<file path="src/rtl/sweep_scheduler_pkg.sv">
// sweep_scheduler_pkg: shared state encodings, parameter defaults and helpers for the solve sequencer
package sweep_scheduler_pkg;
  localparam int N_DEF          = 9;
  localparam int CW_DEF         = 4;
  localparam int MAX_PASSES_DEF = 32;
  localparam int TIMEOUT_DEF    = 255;
  typedef enum logic [2:0] {
    S_IDLE     = 3'd0,
    S_ISSUE    = 3'd1,
    S_WAIT     = 3'd2,
    S_ADVANCE  = 3'd3,
    S_PASS_CHK = 3'd4,
    S_FINISH   = 3'd5
  } state_t;
  function automatic logic [7:0] sat_inc8(input logic [7:0] v);
    return (v == 8'hff) ? v : v + 8'd1;
  endfunction
endpackage

</file>
<file path="src/rtl/sweep_scheduler_if.sv">
// sweep_scheduler_if: load control, datapath handshake and result signals of the solve sequencer
interface sweep_scheduler_if #(parameter int CW = 4);
  logic          load;
  logic          dp_done;
  logic          dp_changed;
  logic          dp_error;
  logic          dp_filled;
  logic          dp_start;
  logic [CW-1:0] cell_row;
  logic [CW-1:0] cell_col;
  logic          busy;
  logic          done;
  logic          solved;
  logic          stuck;
  logic          error;
  logic [7:0]    pass_count;
  logic [2:0]    state;
  modport slave (
    input  load, dp_done, dp_changed, dp_error, dp_filled,
    output dp_start, cell_row, cell_col, busy, done, solved, stuck, error, pass_count, state
  );
  modport master (
    output load, dp_done, dp_changed, dp_error, dp_filled,
    input  dp_start, cell_row, cell_col, busy, done, solved, stuck, error, pass_count, state
  );
endinterface

</file>
<file path="src/rtl/sweep_scheduler_cell_cursor.sv">
// sweep_scheduler_cell_cursor: row-major cell cursor with clear, step and last-cell flag
module sweep_scheduler_cell_cursor #(
  parameter int N  = 9,
  parameter int CW = 4
) (
  input  logic          clk,
  input  logic          rst,
  input  logic          i_clr,
  input  logic          i_step,
  output logic [CW-1:0] o_row,
  output logic [CW-1:0] o_col,
  output logic          o_last
);
  logic [CW-1:0] r_row, r_col;
  logic w_col_end, w_row_end;
  assign w_col_end = r_col == CW'(N - 1);
  assign w_row_end = r_row == CW'(N - 1);
  assign o_last    = w_col_end && w_row_end;
  assign o_row     = r_row;
  assign o_col     = r_col;
  // step walks columns then rows and parks on the final cell
  always_ff @(posedge clk)
    if (rst || i_clr) begin
      r_row <= '0;
      r_col <= '0;
    end else if (i_step && !o_last) begin
      r_col <= w_col_end ? '0 : r_col + CW'(1);
      r_row <= w_col_end ? r_row + CW'(1) : r_row;
    end
endmodule

</file>
<file path="src/rtl/sweep_scheduler.sv">
// sweep_scheduler: walks the grid issuing one datapath start per cell, repeating passes until a result
module sweep_scheduler import sweep_scheduler_pkg::*; #(
  parameter int N          = N_DEF,
  parameter int CW         = CW_DEF,
  parameter int MAX_PASSES = MAX_PASSES_DEF,
  parameter int TIMEOUT    = TIMEOUT_DEF
) (
  input logic              clka,
  input logic              restart,
  sweep_scheduler_if.slave bus
);
  state_t        r_state;
  logic [7:0]    r_pass, r_timer, w_pass_next;
  logic          r_changed, r_solved, r_stuck, r_error;
  logic          w_clr, w_step, w_last, w_more;
  logic [CW-1:0] w_row, w_col;
  assign w_pass_next = sat_inc8(r_pass);
  assign w_more      = !bus.dp_filled && r_changed && (w_pass_next != 8'(MAX_PASSES));
  assign w_clr       = (r_state == S_IDLE && bus.load) || (r_state == S_PASS_CHK && w_more);
  assign w_step      = r_state == S_ADVANCE;
  sweep_scheduler_cell_cursor #(.N(N), .CW(CW)) u_cursor (
    .clk    (clka),
    .rst    (restart),
    .i_clr  (w_clr),
    .i_step (w_step),
    .o_row  (w_row),
    .o_col  (w_col),
    .o_last (w_last)
  );
  assign bus.dp_start   = r_state == S_ISSUE;
  assign bus.busy       = (r_state != S_IDLE) && (r_state <= S_FINISH);
  assign bus.done       = r_state == S_FINISH;
  assign bus.cell_row   = w_row;
  assign bus.cell_col   = w_col;
  assign bus.solved     = r_solved;
  assign bus.stuck      = r_stuck;
  assign bus.error      = r_error;
  assign bus.pass_count = r_pass;
  assign bus.state      = r_state;
  // sequencing FSM: per-cell handshake with timeout, pass bookkeeping and sticky result flags
  always_ff @(posedge clka)
    if (restart) begin
      r_state   <= S_IDLE;
      r_pass    <= '0;
      r_timer   <= '0;
      r_changed <= 1'b0;
      r_solved  <= 1'b0;
      r_stuck   <= 1'b0;
      r_error   <= 1'b0;
    end else
      case (r_state)
        S_IDLE:
          if (bus.load) begin
            r_pass    <= '0;
            r_changed <= 1'b0;
            r_solved  <= 1'b0;
            r_stuck   <= 1'b0;
            r_error   <= 1'b0;
            r_state   <= S_ISSUE;
          end
        S_ISSUE: begin
          r_timer <= '0;
          r_state <= S_WAIT;
        end
        S_WAIT:
          if (bus.dp_done) begin
            r_changed <= r_changed | bus.dp_changed;
            r_error   <= r_error | bus.dp_error;
            r_state   <= bus.dp_error ? S_FINISH : S_ADVANCE;
          end else begin
            r_timer <= r_timer + 8'd1;
            r_error <= r_error | (r_timer == 8'(TIMEOUT - 1));
            r_state <= (r_timer == 8'(TIMEOUT - 1)) ? S_FINISH : S_WAIT;
          end
        S_ADVANCE: r_state <= w_last ? S_PASS_CHK : S_ISSUE;
        S_PASS_CHK: begin
          r_pass    <= w_pass_next;
          r_solved  <= bus.dp_filled;
          r_stuck   <= !bus.dp_filled && !w_more;
          r_changed <= 1'b0;
          r_state   <= w_more ? S_ISSUE : S_FINISH;
        end
        S_FINISH: r_state <= S_IDLE;
        default:  r_state <= S_IDLE;
      endcase
endmodule

</file>
<file path="src/flat_wrapper.sv">
// flat-port wrapper written by rule: the top's interface ports become plain ports
module sweep_scheduler_flat import sweep_scheduler_pkg::*;
#(
  parameter int N          = N_DEF,
  parameter int CW         = CW_DEF,
  parameter int MAX_PASSES = MAX_PASSES_DEF,
  parameter int TIMEOUT    = TIMEOUT_DEF
)
  (clka, restart, bus_load, bus_dp_done, bus_dp_changed, bus_dp_error, bus_dp_filled, bus_dp_start, bus_cell_row, bus_cell_col, bus_busy, bus_done, bus_solved, bus_stuck, bus_error, bus_pass_count, bus_state);
  sweep_scheduler_if #(.CW(CW)) bus_i ();
  input logic clka;
  input logic restart;
  input wire logic [$bits(bus_i.load)-1:0] bus_load;
  input wire logic [$bits(bus_i.dp_done)-1:0] bus_dp_done;
  input wire logic [$bits(bus_i.dp_changed)-1:0] bus_dp_changed;
  input wire logic [$bits(bus_i.dp_error)-1:0] bus_dp_error;
  input wire logic [$bits(bus_i.dp_filled)-1:0] bus_dp_filled;
  output wire logic [$bits(bus_i.dp_start)-1:0] bus_dp_start;
  output wire logic [$bits(bus_i.cell_row)-1:0] bus_cell_row;
  output wire logic [$bits(bus_i.cell_col)-1:0] bus_cell_col;
  output wire logic [$bits(bus_i.busy)-1:0] bus_busy;
  output wire logic [$bits(bus_i.done)-1:0] bus_done;
  output wire logic [$bits(bus_i.solved)-1:0] bus_solved;
  output wire logic [$bits(bus_i.stuck)-1:0] bus_stuck;
  output wire logic [$bits(bus_i.error)-1:0] bus_error;
  output wire logic [$bits(bus_i.pass_count)-1:0] bus_pass_count;
  output wire logic [$bits(bus_i.state)-1:0] bus_state;
  assign bus_i.load = bus_load;
  assign bus_i.dp_done = bus_dp_done;
  assign bus_i.dp_changed = bus_dp_changed;
  assign bus_i.dp_error = bus_dp_error;
  assign bus_i.dp_filled = bus_dp_filled;
  assign bus_dp_start = bus_i.dp_start;
  assign bus_cell_row = bus_i.cell_row;
  assign bus_cell_col = bus_i.cell_col;
  assign bus_busy = bus_i.busy;
  assign bus_done = bus_i.done;
  assign bus_solved = bus_i.solved;
  assign bus_stuck = bus_i.stuck;
  assign bus_error = bus_i.error;
  assign bus_pass_count = bus_i.pass_count;
  assign bus_state = bus_i.state;
  sweep_scheduler #(.N(N), .CW(CW), .MAX_PASSES(MAX_PASSES), .TIMEOUT(TIMEOUT)) u_core (.clka(clka), .restart(restart), .bus(bus_i));
endmodule
</file>
<file path="config.mk">
export PLATFORM = sky130hd
export DESIGN_NAME = sweep_scheduler_flat
export DESIGN_NICKNAME = d
export VERILOG_FILES = /design/src/rtl/sweep_scheduler_pkg.sv /design/src/rtl/sweep_scheduler_if.sv /design/src/rtl/sweep_scheduler_cell_cursor.sv /design/src/rtl/sweep_scheduler.sv /design/src/flat_wrapper.sv
export SDC_FILE = /design/constraint.sdc
export NUM_CORES = 1
export LEC_CHECK = 0
export ABC_AREA = 1
export BUFFER_PORTS_ARGS = -buffer_cell sky130_fd_sc_hd__clkbuf_2
export CAP_MARGIN = 30
export CORE_MARGIN = 3
export CORE_UTILIZATION = 49
export DETAILED_ROUTE_END_ITERATION = 8
export PLACE_DENSITY = 0.83
export SLEW_MARGIN = 20
export SYNTH_ARGS = -nofsm -noshare
export SYNTH_HDL_FRONTEND = slang
export SYNTH_SLANG_ARGS = --single-unit
</file>
<file path="constraint.sdc">
create_clock -name clka -period 1.54 [get_ports clka]
set_clock_uncertainty 0.1 [all_clocks]
set_input_delay 0.308 -clock clka [delete_from_list [all_inputs] [get_ports clka]]
set_output_delay 0.308 -clock clka [all_outputs]
set_load 0.01 [all_outputs]
</file>
* After elaboration in Yosys (flattened, before gate mapping)
Index checks and enable logic that the tools add are counted.
Word-level totals: flip-flop bits (word level) 31, bits of input ports 7, output and inout port bits 25, logic and storage cells 74
Cells by class: add/subtract/negate cells 4, magnitude comparators 1, eq/ne operators 13, multiplexer cells 20, bitwise logic cells 3, reduce and logical (&&, ||, !) cells 24
Operators by type and width (number):
- 8-bit one-hot mux with 2 select lines | 2
- 8-bit 2-to-1 mux | 3
- 3-bit 2-to-1 mux | 6
- 8-bit by 1-bit adder with 8-bit output, second input constant | 2
- 8-bit == test, second input constant | 2
- 3-bit one-hot mux with 5 select lines | 1
- 4-bit by 1-bit adder with 4-bit output, second input constant | 2
- 4-bit == test, second input constant | 2
- 1-bit logical AND | 8
- 8-bit by 6-bit inequality test with 1-bit output, second input constant | 1
- 2-bit AND reduction | 4
- 3-bit by 2-bit == test with 1-bit output, second input constant | 2
- 3-bit == test, second input constant | 2
- 2-bit inequality test, second input constant | 3
- 1-bit one-hot mux with 2 select lines | 3
- 2-bit nonzero test | 3
- 3-bit nonzero test | 2
- 4-bit 2-to-1 mux | 1
- 3-bit by 1-bit == test with 1-bit output, second input constant | 1
- 3-bit <= comparator, second input constant | 1
- 1-bit logical NOT | 3
- 3-bit logical NOT | 1
- 1-bit 2-to-1 mux | 3
- 1-bit OR | 3
- 3 further kinds | 4

* Logic depth before layout (Yosys ltp)
Gate-level depths: netlist (run 1).
depth in word-level cells 7, mapped depth 12, depth with buffers taken out 12

* Hierarchy
Synthesis (run 1) repeated with hierarchy kept, for this count alone.
Unflattened totals: cells, all modules 270, area, all modules 1811.7 um^2
Modules (own cells, without submodules):
- sweep_scheduler | instances 1, cells an instance 198, area an instance 1311.3 um^2, seq. area each 460.4 um^2
- sweep_scheduler_cell_cursor | instances 1, cells an instance 72, area an instance 500.5 um^2, seq. area each 160.2 um^2

* Worst setup path before layout (run 1)
No wires, ideal clock.
path kind reg-to-reg, from register u_core.r_pass[1] (netlist: u_core.bus.pass_count[1]), to register u_core.u_cursor.r_row[3] (netlist: u_core.u_cursor.o_row[3]), library setup time 115 ps, arrival 1564 ps, data required time 1325 ps, slack -239 ps, cell stages (with the launch flop) 13, buffers on the path 0, clock period less this slack 1779 ps, cell sequence dfxtp_1 -> ha_1 -> nand2_1 -> nor2_1 -> nand2_2 -> nand2_1 -> nand2_1 -> nand2_1 -> nor2_1 -> nand3_1 -> nand3_1 -> nand2_2 -> nor2_1
Between the ends: word-level cells in the longest chain between the ends 7, elaborated cells between the ends (all ways) 8, those cells by class 1 x add/sub; 2 x eq/ne; 1 x mux; 4 x reduce/logical
Ends and longest elaborated chain:
- from (decl) | line sweep_scheduler.sv:13 | logic [7:0] r_pass, r_timer, w_pass_next;
- from (signal assigned) | line sweep_scheduler.sv:77 | r_pass <= w_pass_next;
- 8-bit by 1-bit adder with 8-bit output or 8-bit == test (tied branches) | line sweep_scheduler_pkg.sv:16 | return (v == 8'hff) ? v : v + 8'd1;
- 8-bit 2-to-1 mux (*) | line sweep_scheduler_pkg.sv:16
- 8-bit by 6-bit inequality test with 1-bit output (*) | line sweep_scheduler.sv:18 | assign w_more = !bus.dp_filled && r_changed && (w_pass_next != 8'(MAX_PASSES));
- 1-bit logical AND (*) | line sweep_scheduler.sv:18
- 1-bit logical AND (*) | line sweep_scheduler.sv:19 | assign w_clr = (r_state == S_IDLE && bus.load) || (r_state == S_PASS_CHK && w_more);
- 1-bit logical OR (*) | line sweep_scheduler.sv:19
- 1-bit logical OR (*) | line sweep_scheduler_cell_cursor.sv:23 | if (rst || i_clr) begin
- to (signal assigned) | line sweep_scheduler_cell_cursor.sv:28 | r_row <= w_col_end ? r_row + CW'(1) : r_row;
- to (decl) | line sweep_scheduler_cell_cursor.sv:14 | logic [CW-1:0] r_row, r_col;
Every way passes the cells marked *; elsewhere a longest branch is shown, timed or not. A chain may end at the register's enable or synchronous reset.

* Worst setup path after layout (run 1)
from register u_core.r_pass[4] (netlist: u_core.bus.pass_count[4]), to register u_core.u_cursor.r_row[3] (netlist: u_core.u_cursor.o_row[3])
Same word-level chain as after synthesis.

==> flow_metrics.tcl, run 1 <==
set metrics [dict create \
    dp_hpwl_mm 3.27 \
    yosys-top-cells-area "dfxtp_1, nand2_1, inv_1" \
    drive_gt1_frac 0.510 \
    avgSynthCellArea_sq_um 7.15 \
    die_x_microns 65.4 \
    synth.distinct_cells 32 \
    place_inst 354 \
    relSlewSlack 0.804 \
    cts_tree "done" \
    io_buffers 31 \
    grt_pass1_vias 1906 \
    grtUsageTotal 0.248 \
    rr_endpoint "u_core.u_cursor.o_row[3]" \
    min_period_over_period 1.23 \
    wire_per_inst_microns 18.4 \
    failed_checks "negative setup slack" \
    synth_cells 242 \
    clk_latency_ns 0.36 \
    cts.clk_slew.worst_paths_ns 0.12 \
    p_total_mw 2.02 \
    ys_ff_latch 31 \
    fillCellCount 170 \
    p_leak_nw 1.24 \
    critPathLaunch "u_core.bus.pass_count[4]" \
    diodes 0 \
    synth_top_cell_by_area "dfxtp_1" \
    irDropWorstVdd_v 0.000756 \
    period_needed_ns 1.90 \
    setup_ws_ns -0.356 \
    grt_max_degree 14 \
    numCtsBuffers 5 \
    first_pass_iters 6 \
    die-area_sq_um 4280 \
    clockBufferDepth 2 \
    vias_per_cell 5.85 \
    drc 0 \
    wirelength_mm 7.02 \
    cp_max_fo 6 \
    antenna_found_initial 0 \
    r2r-start "u_core.bus.pass_count[4]" \
    vias 2227 \
    grtUsageMet1 0.277 \
    path_class "reg2reg" \
    power.switching_uw 663 \
    areaGrowthSynthToFinish_pct 59.0 \
    slew_violations 0 \
    grt_pass1_wl_mm 8.24 \
    syn-cell-area_sq_um 1730 \
    design_area_sq_um 2750 \
    finalNonFillerCells 381 \
    combPwrFrac 0.285 \
    intPower_mw 1.36 \
    top_usage_layer "met2" \
    ios 32 \
    ant_nets 0 \
    seq_power_share 0.431 \
    hold_buffers 0 \
    cp_data_arrival_time_ns 2.08 \
    worstHoldStart "bus_dp_filled" \
    core_area_sq_um 3200 \
    root_buffer "clkbuf_4" \
    startpoint_type "flip-flop" \
    swShare 0.328 \
    nNetsFinal 350 \
    synth_seq_area_share 0.359 \
    cts_max_level 2 \
    critPathCapture "u_core.u_cursor.o_row[3]" \
    max_cap_violations 0 \
    met2_usage 0.431 \
    netlist.area_leader.share 0.359 \
    seqCellArea_sq_um 647 \
    gp_congestion 0.840 \
    setup_violations 21 \
    worst_pin_slew_ns 0.293 \
    hold_viol 0 \
    rows 20 \
    use_met3 0.0530 \
    required_ns 1.72 \
    chipHeight_microns 65.4 \
    clkPwrFrac 0.284 \
    fmax_mhz 528 \
    yosys_warnings 0 \
    grt-ovfl-total 0 \
    crit_path_end_kind "flip-flop" \
    status "complete, but fails checks" \
    holdWs_ns 0.151 \
    cts.sinks 31 \
    dr.first_iter.drc_count 273 \
    syn_nets 256 \
    rsz0062_at_grt "true" \
    p_per_area_nw_per_um2 735 \
    r2r_cells 10 \
    worstHoldPathType "in2reg" \
    reg2reg_setup_slack_ns -0.36 \
    multi_input_area_sq_um 1220 \
    start_util 0.540 \
    placed_area_sq_um 2300 \
]
layout by cell type (no fill, tap or decap), types with 3 or more instances in the layout:
cell      instances
nand3_2           6
ha_4              3
dfxtp_4           5
ha_1              4
a21oi_1          17
dfxtp_1          20
inv_1            23
clkbuf_4          5
nor2_4           12
dfxtp_2           6
o21ai_1           3
nor2_2            3
nor3_1            3
nand4_1           3
nor2_1           12
o21ai_0           3
inv_4             3
buf_6             7
nand2_2           9
buf_4            53
nand3_1          15
xor2_1            4
inv_2             7
nand2_1          45
nor3b_2           4
clkbuf_2         29
nand2_4           6
cell families (layout without fill, tap and decap cells):
kind of cell    count (synthesis)  in the layout  share of synthesized area
compound gates                 35             35                      0.119
simple gates                  127            127                      0.363
fa+ha+maj                       7              7                     0.0506
buf+inv                        36            131                     0.0781
xor+xnor                        6              6                     0.0304
flops                          31             31                      0.359
through the flow:
| step | utilization | worst slack [ns] | setup TNS, ns |
|---|---|---|---|
| 2_1_floorplan | - | -0.0305 | -0.0908 |
| 3_3_place_gp | 0.717 | -0.110 | -0.870 |
| 3_5_place_dp | 0.717 | -0.125 | -1.17 |
| 4_1_cts | 0.766 | -0.115 | -1.37 |
| 5_1_grt | 0.859 | -0.430 | -5.44 |
| 6_report | 0.859 | -0.356 | -4.00 |
worst max-delay path, cell delays in order, from the launching register on:
cell and delay [ns]:
dfxtp_1 0.35, nand2_1 0.12, nor2_4 0.24, nand2_1 0.10, nand2_1 0.09, nand3_2 0.08
nor2_1 0.14, nand3_1 0.19, nand3_2 0.15, nand2_4 0.09, nor2_1 0.19
flip-flops by register name, indices dropped and copies added (netlist names):
name and cells:
u_core.bus.stuck 1, u_core.bus.state 3, u_core.u_cursor.o_row 4, u_core.r_timer 8, u_core.bus.solved 1, u_core.bus.error 1, u_core.u_cursor.o_col 4, u_core.bus.pass_count 8
u_core.r_changed 1
how the worst min path moves through the flow:
stage                          end  slack [ns]  cells after the start
3_5_place_dp     u_core.bus.solved        0.36                      2
2_1_floorplan  u_core.bus.state[0]        0.27                      1
4_1_cts          u_core.bus.solved        0.14                      3
3_3_place_gp     u_core.bus.solved        0.35                      2
5_1_grt          u_core.bus.solved        0.17                      3
6_report         u_core.bus.solved        0.15                      3
Yosys cell counts, drive strengths merged:
| library cell | count |
|---|---|
| a211oi | 2 |
| dfxtp | 31 |
| xor2 | 4 |
| xnor2 | 2 |
| o21a | 2 |
| nor3b | 5 |
| a41o | 1 |
| ha | 7 |
| nor4 | 1 |
| o21ai | 7 |
| nand3b | 1 |
| nor3 | 6 |
| a32o | 1 |
| a31oi | 1 |
| a21oi | 19 |
| o21bai | 1 |
| nor2 | 27 |
| and3 | 1 |
| clkbuf | 3 |
| nand3 | 23 |
| inv | 33 |
| nand2 | 60 |
| o211a | 1 |
| nand4 | 3 |
what timing repair did:
action,CTS,global route
setup buffers,5,16
setup endpoints to repair,23,29
resized for setup,16,55
pin swaps,8,22
power by group through the flow:
stage | sequential [mW] | clock, mW | combinational [mW]
2_1_floorplan | 0.887 | 0 | 0.200
3_3_place_gp | 0.884 | 0 | 0.341
3_5_place_dp | 0.884 | 0 | 0.350
4_1_cts | 0.863 | 0.563 | 0.397
5_1_grt | 0.873 | 0.597 | 0.603
6_report | 0.871 | 0.573 | 0.576
final cells by class:
type | instances | share of cell area
Inverter | 33 | 0.0478
Sequential cell | 31 | 0.235
Clock buffer | 8 | 0.0250
Timing Repair Buffer | 90 | 0.228
Tap cell | 44 | 0.0200
Multi-Input combinational cell | 175 | 0.444
routing by layer:
metal	share of wire	vias to the layer above
li1	-	981
met1	0.35	1019
met2	0.51	185
met3	0.084	42
met4	0.059	0
met5	0	-
No activity file was read; power rests on OpenSTA's default activity.
==> run 2: changes to the inputs <==
- clock period: 1.54 -> 1.6 ns (I/O delays scaled with it)
==> run 2 against run 1 <==
  * The flow still finishes with violations (negative setup slack)
  * First-iteration DRC count is 30% lower
  * Cell count is 4.7% lower
  * Sequential cell count unchanged
  * Non-clock buffer count is 17 lower
  * Maximum frequency increased by 6.6%
  * Power fell by 12%
  * Register-to-register slack gained 0.18 ns
  * Global-route usage fell by 1.8 points
  * Critical path type unchanged
  * Largest power group unchanged
  * Highest routed layer unchanged
==> flow_metrics.tcl, run 2 (synthesis results as in run 1) <==
set metrics [dict create \
    nNetsFinal 333 \
    worstHoldPathType "in2reg" \
    dr.first_iter.drc_count 191 \
    required_ns 1.78 \
    diodes 0 \
    drc 0 \
    grt_pass1_vias 1830 \
    io_buffers 31 \
    startpoint_type "flip-flop" \
    die-area_sq_um 4280 \
    drive_gt1_frac 0.461 \
    start_util 0.540 \
    clockBufferDepth 2 \
    mostFrequentLayoutCell "nand2_1" \
    grt_max_degree 14 \
    die_x_microns 65.4 \
    crit_path_end_kind "flip-flop" \
    layout_common_cells "nand2_1, buf_4, clkbuf_2" \
    cts.sinks 31 \
    wirelength_mm 5.51 \
    p_leak_nw 1.14 \
    holdWs_ns 0.154 \
    vias 1971 \
    vias_per_cell 5.43 \
    setup_violations 17 \
    placed_area_sq_um 2150 \
    post-place-ws_ns -0.132 \
    final_core_util 0.802 \
    status "complete, but fails checks" \
    root_buffer "clkbuf_4" \
    grtUsageTotal 0.230 \
    fmax_mhz 562 \
    slew_violations 0 \
    failed_checks "negative setup slack" \
    design_area_sq_um 2570 \
    cts.clk_slew.worst_paths_ns 0.11 \
    dp_hpwl_mm 3.12 \
    reg2reg_setup_slack_ns -0.18 \
    min_period_over_period 1.11 \
    ios 32 \
    place_inst 338 \
    fillCellCount 218 \
    clk_latency_ns 0.35 \
    worst_pin_slew_ns 0.396 \
    areaGrowthSynthToFinish_pct 48.5 \
    rsz0062_at_grt "true" \
    cts_max_level 2 \
    p_per_area_nw_per_um2 690 \
    numCtsBuffers 5 \
    ant_nets 0 \
    cp_data_arrival_time_ns 1.96 \
    grt_pass1_wl_mm 7.62 \
    finalNonFillerCells 363 \
    max_cap_violations 0 \
    hold_viol 0 \
    cts_tree "done" \
    gp_congestion 0.876 \
    grt-ovfl-total 0 \
    irDropWorstVdd_v 0.000839 \
    relSlewSlack 0.735 \
    period_needed_ns 1.78 \
    path_class "reg2reg" \
    antenna_found_initial 0 \
    cp_max_fo 7 \
    setup_ws_ns -0.178 \
    chipHeight_microns 65.4 \
    core_area_sq_um 3200 \
    wire_per_inst_microns 15.2 \
    first_pass_iters 4 \
    rows 20 \
    hold_buffers 0 \
]
-- run 2: routing by layer --
metal,part of all wire,GRT usage,vias up
met5,0,0,-
met4,0.029,0.124,0
met3,0.056,0.0547,18
met2,0.52,0.397,67
met1,0.40,0.260,938
li1,-,-,948
-- run 2: path summary, 6_finish.rpt --
check / start / to / depth (start not counted)
max: u_core.bus.pass_count[1] / u_core.u_cursor.o_row[1] / 10
min reg2reg: u_core.bus.solved / u_core.bus.solved / 2
min: bus_dp_filled / u_core.bus.solved / 3
max reg2reg: u_core.bus.pass_count[1] / u_core.u_cursor.o_row[1] / 10
-- run 2: final cells by class --
| cell class | instances | area (sq um) | area share |
|---|---|---|---|
| clock buffer | 6 | 51.3 | 0.0200 |
| clock inverter | 1 | 5.00 | 0.00195 |
| inverter | 33 | 129 | 0.0502 |
| multi-input combinational | 175 | 1190 | 0.463 |
| sequential | 31 | 643 | 0.250 |
| tap | 44 | 55.1 | 0.0214 |
| timing repair buffer | 73 | 495 | 0.193 |
-- run 2: timing repair --
action                                  CTS  global route
pin swaps                                 7            22
endpoints found under the setup margin   15            17
gates resized for setup                  22            46
setup buffers                             6            12
-- run 2: worst max-delay path: stages (launching register included) --
cell and delay (ns):
dfxtp_4 0.37, ha_4 0.16, nand2_4 0.08, nor2_4 0.06
nand2_4 0.12, nand3_1 0.14, a21oi_1 0.18, nand3_2 0.16
nand3_4 0.12, nand2_4 0.09, a21oi_2 0.11
-- run 2: through the flow --
stage / TNS [ns] / total power, mW
6_report: -1.91 / 1.77
5_1_grt: -4.39 / 1.85
4_1_cts: -0.501 / 1.66
3_5_place_dp: -1.07 / 1.15
3_3_place_gp: -0.619 / 1.14
2_1_floorplan: -0.0310 / 1.04
-- run 2: where the power goes --
part | internal, mW | switching (mW) | total (mW)
sequential | 0.798 | 0.0425 | 0.840
combinational | 0.193 | 0.256 | 0.448
clock | 0.203 | 0.279 | 0.482
